File: src/rtl/fp_mul_arb_pkg.sv
// Shared types and constants for the floating-point multiplier arbiter.
package fp_mul_arb_pkg;

    localparam int unsigned FP_W_DEFAULT = 32;
    localparam int unsigned N_REQ_MAX    = 16;

    typedef enum logic [1:0] {
        IDLE   = 2'd0,
        ISSUE  = 2'd1,
        WAIT_Z = 2'd2,
        RESP   = 2'd3
    } arb_state_e;

endpackage : fp_mul_arb_pkg

File: src/rtl/fp_mul_arbiter_rr_pick.sv
// Round-robin priority encoder: first set request at or after ptr, wrapping.
module rr_pick #(
    parameter int unsigned N_REQ = 4,
    parameter int unsigned PTR_W = 2
) (
    input  logic [N_REQ-1:0] req,
    input  logic [PTR_W-1:0] ptr,
    output logic [PTR_W-1:0] grant_idx,
    output logic             grant_vld
);

    logic [PTR_W-1:0] idx;

    // Scan from the farthest offset down so the nearest request wins.
    always_comb begin
        grant_vld = 1'b0;
        grant_idx = '0;
        idx       = '0;
        for (int k = N_REQ - 1; k >= 0; k--) begin
            idx = PTR_W'((32'(ptr) + 32'(k)) % N_REQ);
            if (req[idx]) begin
                grant_vld = 1'b1;
                grant_idx = idx;
            end
        end
    end

endmodule : rr_pick

File: src/rtl/fp_mul_arbiter.sv
// Shares one non-pipelined FP multiplier among N_REQ requesters, one op in flight.
// Optional build macro FP_MUL_ARB_STATS_EN adds op_count / busy_cycles counters.
module fp_mul_arbiter
    import fp_mul_arb_pkg::*;
#(
    parameter int unsigned N_REQ = 4,
    parameter int unsigned FP_W  = FP_W_DEFAULT
) (
    input  logic                  clk,
    input  logic                  rst_n,
    input  logic [N_REQ*FP_W-1:0] req_a,
    input  logic [N_REQ*FP_W-1:0] req_b,
    input  logic [N_REQ-1:0]      req_stb,
    output logic [N_REQ-1:0]      req_ack,
    output logic [FP_W-1:0]       rsp_z,
    output logic [N_REQ-1:0]      rsp_stb,
    input  logic [N_REQ-1:0]      rsp_ack,
    output logic [FP_W-1:0]       mul_a,
    output logic                  mul_a_stb,
    input  logic                  mul_a_ack,
    output logic [FP_W-1:0]       mul_b,
    output logic                  mul_b_stb,
    input  logic                  mul_b_ack,
    input  logic [FP_W-1:0]       mul_z,
    input  logic                  mul_z_stb,
    output logic                  mul_z_ack
`ifdef FP_MUL_ARB_STATS_EN
    ,
    output logic [31:0]           op_count,
    output logic [31:0]           busy_cycles
`endif
);

    localparam int unsigned PTR_W = (N_REQ > 1) ? $clog2(N_REQ) : 1;

    arb_state_e       state_q, state_d;
    logic [PTR_W-1:0] ptr_q, ptr_d;
    logic [PTR_W-1:0] owner_q, owner_d;
    logic [FP_W-1:0]  op_a_q, op_a_d;
    logic [FP_W-1:0]  op_b_q, op_b_d;
    logic [FP_W-1:0]  res_q, res_d;
    logic             a_done_q, a_done_d;
    logic             b_done_q, b_done_d;
    logic             a_now, b_now;
    logic             resp_done;
    logic [PTR_W-1:0] grant_idx;
    logic             grant_vld;

    rr_pick #(
        .N_REQ (N_REQ),
        .PTR_W (PTR_W)
    ) u_rr_pick (
        .req       (req_stb),
        .ptr       (ptr_q),
        .grant_idx (grant_idx),
        .grant_vld (grant_vld)
    );

    assign mul_a = op_a_q;
    assign mul_b = op_b_q;
    assign rsp_z = res_q;

    // State and datapath registers.
    always_ff @(posedge clk or negedge rst_n) begin
        if (!rst_n) begin
            state_q  <= IDLE;
            ptr_q    <= '0;
            owner_q  <= '0;
            op_a_q   <= '0;
            op_b_q   <= '0;
            res_q    <= '0;
            a_done_q <= 1'b0;
            b_done_q <= 1'b0;
        end else begin
            state_q  <= state_d;
            ptr_q    <= ptr_d;
            owner_q  <= owner_d;
            op_a_q   <= op_a_d;
            op_b_q   <= op_b_d;
            res_q    <= res_d;
            a_done_q <= a_done_d;
            b_done_q <= b_done_d;
        end
    end

    // Next-state, handshake strobes and datapath updates.
    always_comb begin
        state_d   = state_q;
        ptr_d     = ptr_q;
        owner_d   = owner_q;
        op_a_d    = op_a_q;
        op_b_d    = op_b_q;
        res_d     = res_q;
        a_done_d  = a_done_q;
        b_done_d  = b_done_q;
        a_now     = 1'b0;
        b_now     = 1'b0;
        resp_done = 1'b0;
        req_ack   = '0;
        rsp_stb   = '0;
        mul_a_stb = 1'b0;
        mul_b_stb = 1'b0;
        mul_z_ack = 1'b0;
        unique case (state_q)
            IDLE: begin
                if (grant_vld) begin
                    req_ack[grant_idx] = 1'b1;
                    owner_d = grant_idx;
                    op_a_d  = req_a[32'(grant_idx) * FP_W +: FP_W];
                    op_b_d  = req_b[32'(grant_idx) * FP_W +: FP_W];
                    state_d = ISSUE;
                end
            end
            ISSUE: begin
                // A and B complete independently; leave once both are in.
                mul_a_stb = !a_done_q;
                mul_b_stb = !b_done_q;
                a_now = a_done_q | mul_a_ack;
                b_now = b_done_q | mul_b_ack;
                if (a_now && b_now) begin
                    a_done_d = 1'b0;
                    b_done_d = 1'b0;
                    state_d  = WAIT_Z;
                end else begin
                    a_done_d = a_now;
                    b_done_d = b_now;
                end
            end
            WAIT_Z: begin
                mul_z_ack = 1'b1;
                if (mul_z_stb) begin
                    res_d   = mul_z;
                    state_d = RESP;
                end
            end
            RESP: begin
                rsp_stb[owner_q] = 1'b1;
                if (rsp_ack[owner_q]) begin
                    resp_done = 1'b1;
                    ptr_d     = (owner_q == PTR_W'(N_REQ - 1)) ? '0 : owner_q + PTR_W'(1);
                    state_d   = IDLE;
                end
            end
            default: state_d = IDLE;
        endcase
    end

`ifdef FP_MUL_ARB_STATS_EN
    // Completed-operation and non-idle cycle counters, free-running with wrap.
    always_ff @(posedge clk or negedge rst_n) begin
        if (!rst_n) begin
            op_count    <= '0;
            busy_cycles <= '0;
        end else begin
            if (resp_done) begin
                op_count <= op_count + 32'd1;
            end
            if (state_q != IDLE) begin
                busy_cycles <= busy_cycles + 32'd1;
            end
        end
    end
`endif

endmodule : fp_mul_arbiter

File: config.mk
export PLATFORM = sky130hd
export DESIGN_NAME = fp_mul_arbiter
export DESIGN_NICKNAME = d
export VERILOG_FILES = /design/src/rtl/fp_mul_arb_pkg.sv /design/src/rtl/fp_mul_arbiter_rr_pick.sv /design/src/rtl/fp_mul_arbiter.sv
export SDC_FILE = /design/constraint.sdc
export NUM_CORES = 1
export LEC_CHECK = 0
export ABC_AREA = 1
export BUFFER_PORTS_ARGS = -buffer_cell sky130_fd_sc_hd__buf_4
export CAP_MARGIN = 20
export CELL_PAD_IN_SITES_DETAIL_PLACEMENT = 0
export CELL_PAD_IN_SITES_GLOBAL_PLACEMENT = 2
export CORE_UTILIZATION = 22
export DETAILED_ROUTE_END_ITERATION = 6
export GPL_TIMING_DRIVEN = 0
export HOLD_SLACK_MARGIN = 0.02
export PLACE_DENSITY = 0.91
export SYNTH_ARGS = -nofsm -noshare
export SYNTH_HDL_FRONTEND = slang
export SYNTH_SLANG_ARGS = --single-unit
export TNS_END_PERCENT = 100
File: constraint.sdc
create_clock -name clk -period 2.1 [get_ports clk]
set_clock_uncertainty 0.05 [all_clocks]
set_input_delay 0.105 -clock clk [delete_from_list [all_inputs] [get_ports clk]]
set_output_delay 0.105 -clock clk [all_outputs]
set_load 0.02 [all_outputs]
After elaboration in Yosys (flattened, before gate mapping). Cells that the tools add are included.

$add $sub $neg: 4. Magnitude comparators: 8. Equal/unequal tests: 8. Shift-type cells: 2. Muxes and demuxes: 36. Bitwise gates (word level): 2. Reductions and logical operators: 10.

Operators with widths (count): 128-bit by 8-bit indexed part select with 32-bit output (2); 2-bit by 3-bit less-than comparator with 1-bit output (second input constant) (6); 2-bit two-way mux (9); 1-bit two-way mux (16); 4-bit two-way mux (3); 1-bit binary-select mux with 2-bit select (5); 2-bit inequality test (second input constant) (4); 2-bit one-hot mux with 4 select lines (1); 2-bit equality test (second input constant) (3); 2-bit AND reduction (3); 2-bit by 1-bit adder with 2-bit output (second input constant) (2); 2-bit adder (second input constant) (2); 1-bit demux with 2-bit select (2); 2-bit by 1-bit greater-or-equal comparator with 1-bit output (second input constant) (2); 4-bit AND reduction (1); 1-bit logical AND (3); 2-bit by 1-bit equality test with 1-bit output (second input constant) (1); 1-bit logical NOT (2); 2-bit logical NOT (1); 1-bit OR (2).

Register bits: 104. Output and inout bits: 107. Logic and storage cells: 78.

Depth between registers and ports, before layout.
Word-level depth: 13. Depth in mapped cells: 16. Depth with buffers taken out: 13.

Hierarchy. Synthesis repeated with hierarchy kept, for this count alone.

Cells, all modules: 828. Area total of the unflattened synthesis: 6261.0 sq um.

Modules (own cells, without submodules): fp_mul_arbiter (instances 1, cells each 784, area each 6045.8 sq um, seq. area each 2602.5 sq um); rr_pick (instances 1, cells each 44, area each 215.2 sq um, seq. area each 0.0 sq um).

Worst setup path after synthesis. Ideal clock, no wire load.

Kind: reg2out. From: register ptr_q[0]. To: output port req_ack[0]. Arrival: 1.863 ns. Required time: 1.945 ns. Setup slack: 0.082 ns. Stages on the path, launching flop included: 13. Path buffers: 3. Path through: dfrtp_1 -> buf_4 -> inv_4 -> nand2_1 -> nand3_1 -> nand2_1 -> inv_2 -> nand2_1 -> nand3_2 -> nand2_2 -> buf_6 -> buf_4 -> nor3_1.

Longest elaborated chain between the ends: 13. Elaborated cells on any way between the ends: 26. Classes of those cells: add/sub (3); order compare (2); mux (20); reduce/logical (1).

RTL lines: from (decl) (RTL line fp_mul_arbiter.sv:37) `logic [PTR_W-1:0] ptr_q, ptr_d;`; from (signal assigned) (RTL line fp_mul_arbiter.sv:76) `ptr_q <= ptr_d;`; 2-bit adder (RTL line fp_mul_arbiter_rr_pick.sv:20) `idx = PTR_W'((32'(ptr) + 32'(k)) % N_REQ);`; 1-bit binary-select mux with 2-bit select (RTL line fp_mul_arbiter_rr_pick.sv:21) `if (req[idx]) begin`; 1-bit two-way mux (not written as such) (RTL line fp_mul_arbiter_rr_pick.sv:21); 2-bit two-way mux (4 in series) (RTL line fp_mul_arbiter_rr_pick.sv:21); 2-bit by 3-bit less-than comparator with 1-bit output (not written as such) / 2-bit by 1-bit greater-or-equal comparator with 1-bit output (equally long branches) (RTL line fp_mul_arbiter.sv:107) `req_ack[grant_idx] = 1'b1;`; 1-bit logical AND (not written as such) (RTL line fp_mul_arbiter.sv:107); 1-bit two-way mux (not written as such) (RTL line fp_mul_arbiter.sv:107); 1-bit demux with 2-bit select (RTL line fp_mul_arbiter.sv:107); 4-bit two-way mux (*) (RTL line fp_mul_arbiter.sv:106) `if (grant_vld) begin`; 4-bit two-way mux (*) (RTL line fp_mul_arbiter.sv:104) `unique case (state_q)`; to (decl) (RTL line fp_mul_arbiter.sv:14) `output logic [N_REQ-1:0] req_ack,`.

Every way passes the cells marked *; elsewhere a longest branch is shown, timed or not. The select of a mux whose other input is x is not followed.

Worst setup path after layout. Ends and elaborated chain as after synthesis.

==> results.json <==
{
  "cts.clk_slew.worst_paths_ns": 0.10,
  "critPathMaxStageDelay_ns": 0.35,
  "crit_chain": "buf_6 -> clkinv_8 -> nand2_2 -> nand2_2 -> nand2_2 -> nand2_2 -> inv_2 -> nand3_1 -> nand3_1 -> nand2_2 -> buf_12 -> buf_12 -> nor3_4 -> buf_6",
  "hold_violations": 0,
  "fin_tns_setup_ns": -1.12,
  "swShare": 0.506,
  "worst_path_most_repeated_cell": "nand2_2",
  "critPathLaunchType": "flop",
  "p_switching_w": 0.0106,
  "place_congestion": 0.859,
  "syn-cell-area_mm2": 0.00763,
  "power_frac_comb": 0.740,
  "drt_iter0_drc": 365,
  "syn-mean-instance-area_um2": 6.23,
  "ys_seq_area_frac": 0.341,
  "dieArea_mm2": 0.0354,
  "yosys_register_bits": 104,
  "drv_slew": 0,
  "grt_max_degree": 64,
  "vias_per_cell": 4.28,
  "worstSetupPathType": "reg2out",
  "p_int_w": 0.0103,
  "grt_pass1_vias": 9365,
  "diodes": 0,
  "clockBufferDepth": 2,
  "clock_latency_ns": 0.37,
  "peakVddDrop_v": 0.000756,
  "dr.pass1.iters": 5,
  "period_minus_slack_ns": 2.30,
  "hold_end": "mul_b[8]",
  "cts_tree": "done",
  "area_delta_synth_final_pct": 65.7,
  "layout_setup_ws_ns": -0.198,
  "cts_root_buffer": "clkbuf_16",
  "synthesis.nets": 1533,
  "die_h_um": 188,
  "finalNetCount": 2004,
  "synthXorXnorAreaFrac": 0,
  "synth_top_family_by_area": "simple AND/OR/NAND/NOR gates",
  "synth-adder-area-share": 0.0131,
  "reg2reg_setup_slack_ns": -0.03,
  "numCtsBuffers": 9,
  "fin_crit_sh": 1.09,
  "ant_nets": 0,
  "cpMaxStageDelayCell": "dfrtp_1",
  "hold_depth": 7,
  "drt-total-wl_um": 33900,
  "die_w_um": 188,
  "r2r_cells": 17,
  "reg2reg_to": "mul_a[22]",
  "synth-simple-area-share": 0.400,
  "cp_num_buf_inv": 6,
  "ys_warn_count": 0,
  "critPathTopFamily": "buffers and inverters",
  "maxCapViolCount": 0,
  "arrival_ns": 2.14,
  "critPathCaptureType": "output pin",
  "final_common_cell": "buf_4",
  "holdWs_ns": 0.0633,
  "fmax_mhz": 435,
  "layout_common_cells": "buf_4, nand2_1, inv_1",
  "drcViolationCount": 0,
  "leakagePower_nw": 7.60,
  "synth.distinct_cells": 24,
  "worstPathRequired_ns": 1.95,
  "core-area_mm2": 0.0338,
  "routedWlPerCell_um": 15.8,
  "dp_hpwl_um": 26100,
  "grt_pass1_wl_um": 52100,
  "violations": "setup timing",
  "cts_sinks": 104,
  "min_path_type": "in2reg",
  "ioPinCount": 408,
  "synthCells": 1224,
  "initial_core_util": 0.226,
  "p_clk_frac": 0.087,
  "power_density_mw_per_mm2": 1660,
  "r2r-start": "ptr_q[0]",
  "fp-row-count": 67,
  "gr-usage-all-layers": 0.191,
  "via_count": 9201,
  "setup_violations": 38,
  "tightestPinTransition_ns": 0.593,
  "htree_levels": 3,
  "synth_compound_area_frac": 0.00722,
  "maxSlewHeadroom": 0.605,
  "overflow": 0,
  "min_from": "req_b[40]",
  "rsz0062_at_grt": "yes",
  "muxShareOfSynthArea": 0.0472,
  "final_util": 0.374,
  "numPortBuffers": 407,
  "antenna_found_initial": 0,
  "status": "finished, violations left",
  "post-place-ws_ns": -0.240,
  "seqPwrFrac": 0.173,
  "crit_fanout": 10,
  "drive_gt1_frac": 0.345
}
## layer usage
layer,global-route usage,share of wire,vias up
met5,0,0,-
met4,0.0482,0.018,0
met3,0.0471,0.072,34
met2,0.335,0.49,308
met1,0.232,0.42,4249
li1,-,-,4610
## how the worst max path moves through the flow
stage                 endpoint      from  cells after the start  slack [ns]
CTS                 req_ack[0]  ptr_q[0]                     12       -0.21
detailed placement  req_ack[0]  ptr_q[0]                     13       -0.24
global placement    req_ack[0]  ptr_q[0]                     13       -0.27
floorplan           req_ack[0]  ptr_q[0]                     12        0.08
finish              req_ack[0]  ptr_q[0]                     14       -0.20
global route        req_ack[0]  ptr_q[0]                     14       -0.34
## state kept, by name (all words and copies together), names as in the netlist
signal	count
mul_b	32
rsp_z	32
ptr_q	2
owner_q	2
state_q	2
b_done_q	1
a_done_q	1
mul_a	32
## power by group through the flow
stage | sequential, W | combinational (W) | clock (W)
after global placement | 0.00359 | 0.0135 | 0
final | 0.00361 | 0.0155 | 0.00183
after CTS | 0.00360 | 0.0151 | 0.00190
after detailed placement | 0.00363 | 0.0136 | 0
after global routing | 0.00372 | 0.0172 | 0.00198
after floorplan | 0.00458 | 0.00752 | 0
## through the flow
step / cell area, um^2 / total power (W) / instances
after floorplan: 7630 / 0.0121 / 1224
after global placement: 11200 / 0.0171 / 2079
after detailed placement: 11300 / 0.0172 / 2080
after CTS: 12400 / 0.0206 / 2144
after global routing: 12600 / 0.0229 / 2148
final: 12600 / 0.0209 / 2148
## what timing repair did
item                                    CTS  global route
buffers inserted                         16             4
hold buffers                             34             0
endpoints found under the setup margin   69            78
hold endpoints to repair                 75             0
pin swaps                                13            13
gates resized for setup                 106            60
## layout make-up
class	instances	area, um^2
fillers	3686	21100
plain buffers	72	746
clock inverters	7	93.8
repair buffers	462	3600
inverters	279	1060
clock buffers	9	225
well taps	448	561
flip-flops and latches	104	2600
multi-input cells	767	3740
## synth_stat cells
cell type | number | share of area
ha_1 | 8 | 0.013
buf_4 | 19 | 0.019
dfrtp_1 | 104 | 0.34
o21ai_0 | 5 | 0.0033
nand3_1 | 268 | 0.18
nand3_2 | 1 | 0.0013
a21boi_0 | 1 | 0.00098
mux2_2 | 32 | 0.047
buf_1 | 6 | 0.0030
buf_6 | 1 | 0.0015
nor2_2 | 1 | 0.00082
clkbuf_1 | 7 | 0.0034
a211oi_1 | 1 | 0.00098
a21oi_1 | 3 | 0.0020
nor2_1 | 11 | 0.0054
or2_2 | 1 | 0.00082
inv_1 | 275 | 0.14
nor3_1 | 4 | 0.0026
inv_4 | 1 | 0.00082
buf_2 | 41 | 0.027
nand4_1 | 1 | 0.00082
inv_2 | 3 | 0.0015
nand2_2 | 3 | 0.0025
nand2_1 | 427 | 0.21
## cell families after synthesis
logic type / Yosys count
compound gates: 10
fa+ha+maj: 8
buf+inv: 353
flops: 104
mux: 32
simple gates: 717
## worst reg2reg max path, cell delays in order, from the launching register on
cell and delay (ns):
dfrtp_1 0.38, buf_6 0.15, clkinv_8 0.08, nand2_2 0.07
nand2_2 0.07, nand2_2 0.07, nand2_2 0.10, nand2_2 0.08
nand3_4 0.08, buf_4 0.11, buf_4 0.13, buf_12 0.17
buf_6 0.17, nand3_1 0.08, nand3_1 0.12, nand2_1 0.06
nand2_1 0.06, nand2_1 0.04
Power figures use the tool's default switching activity.
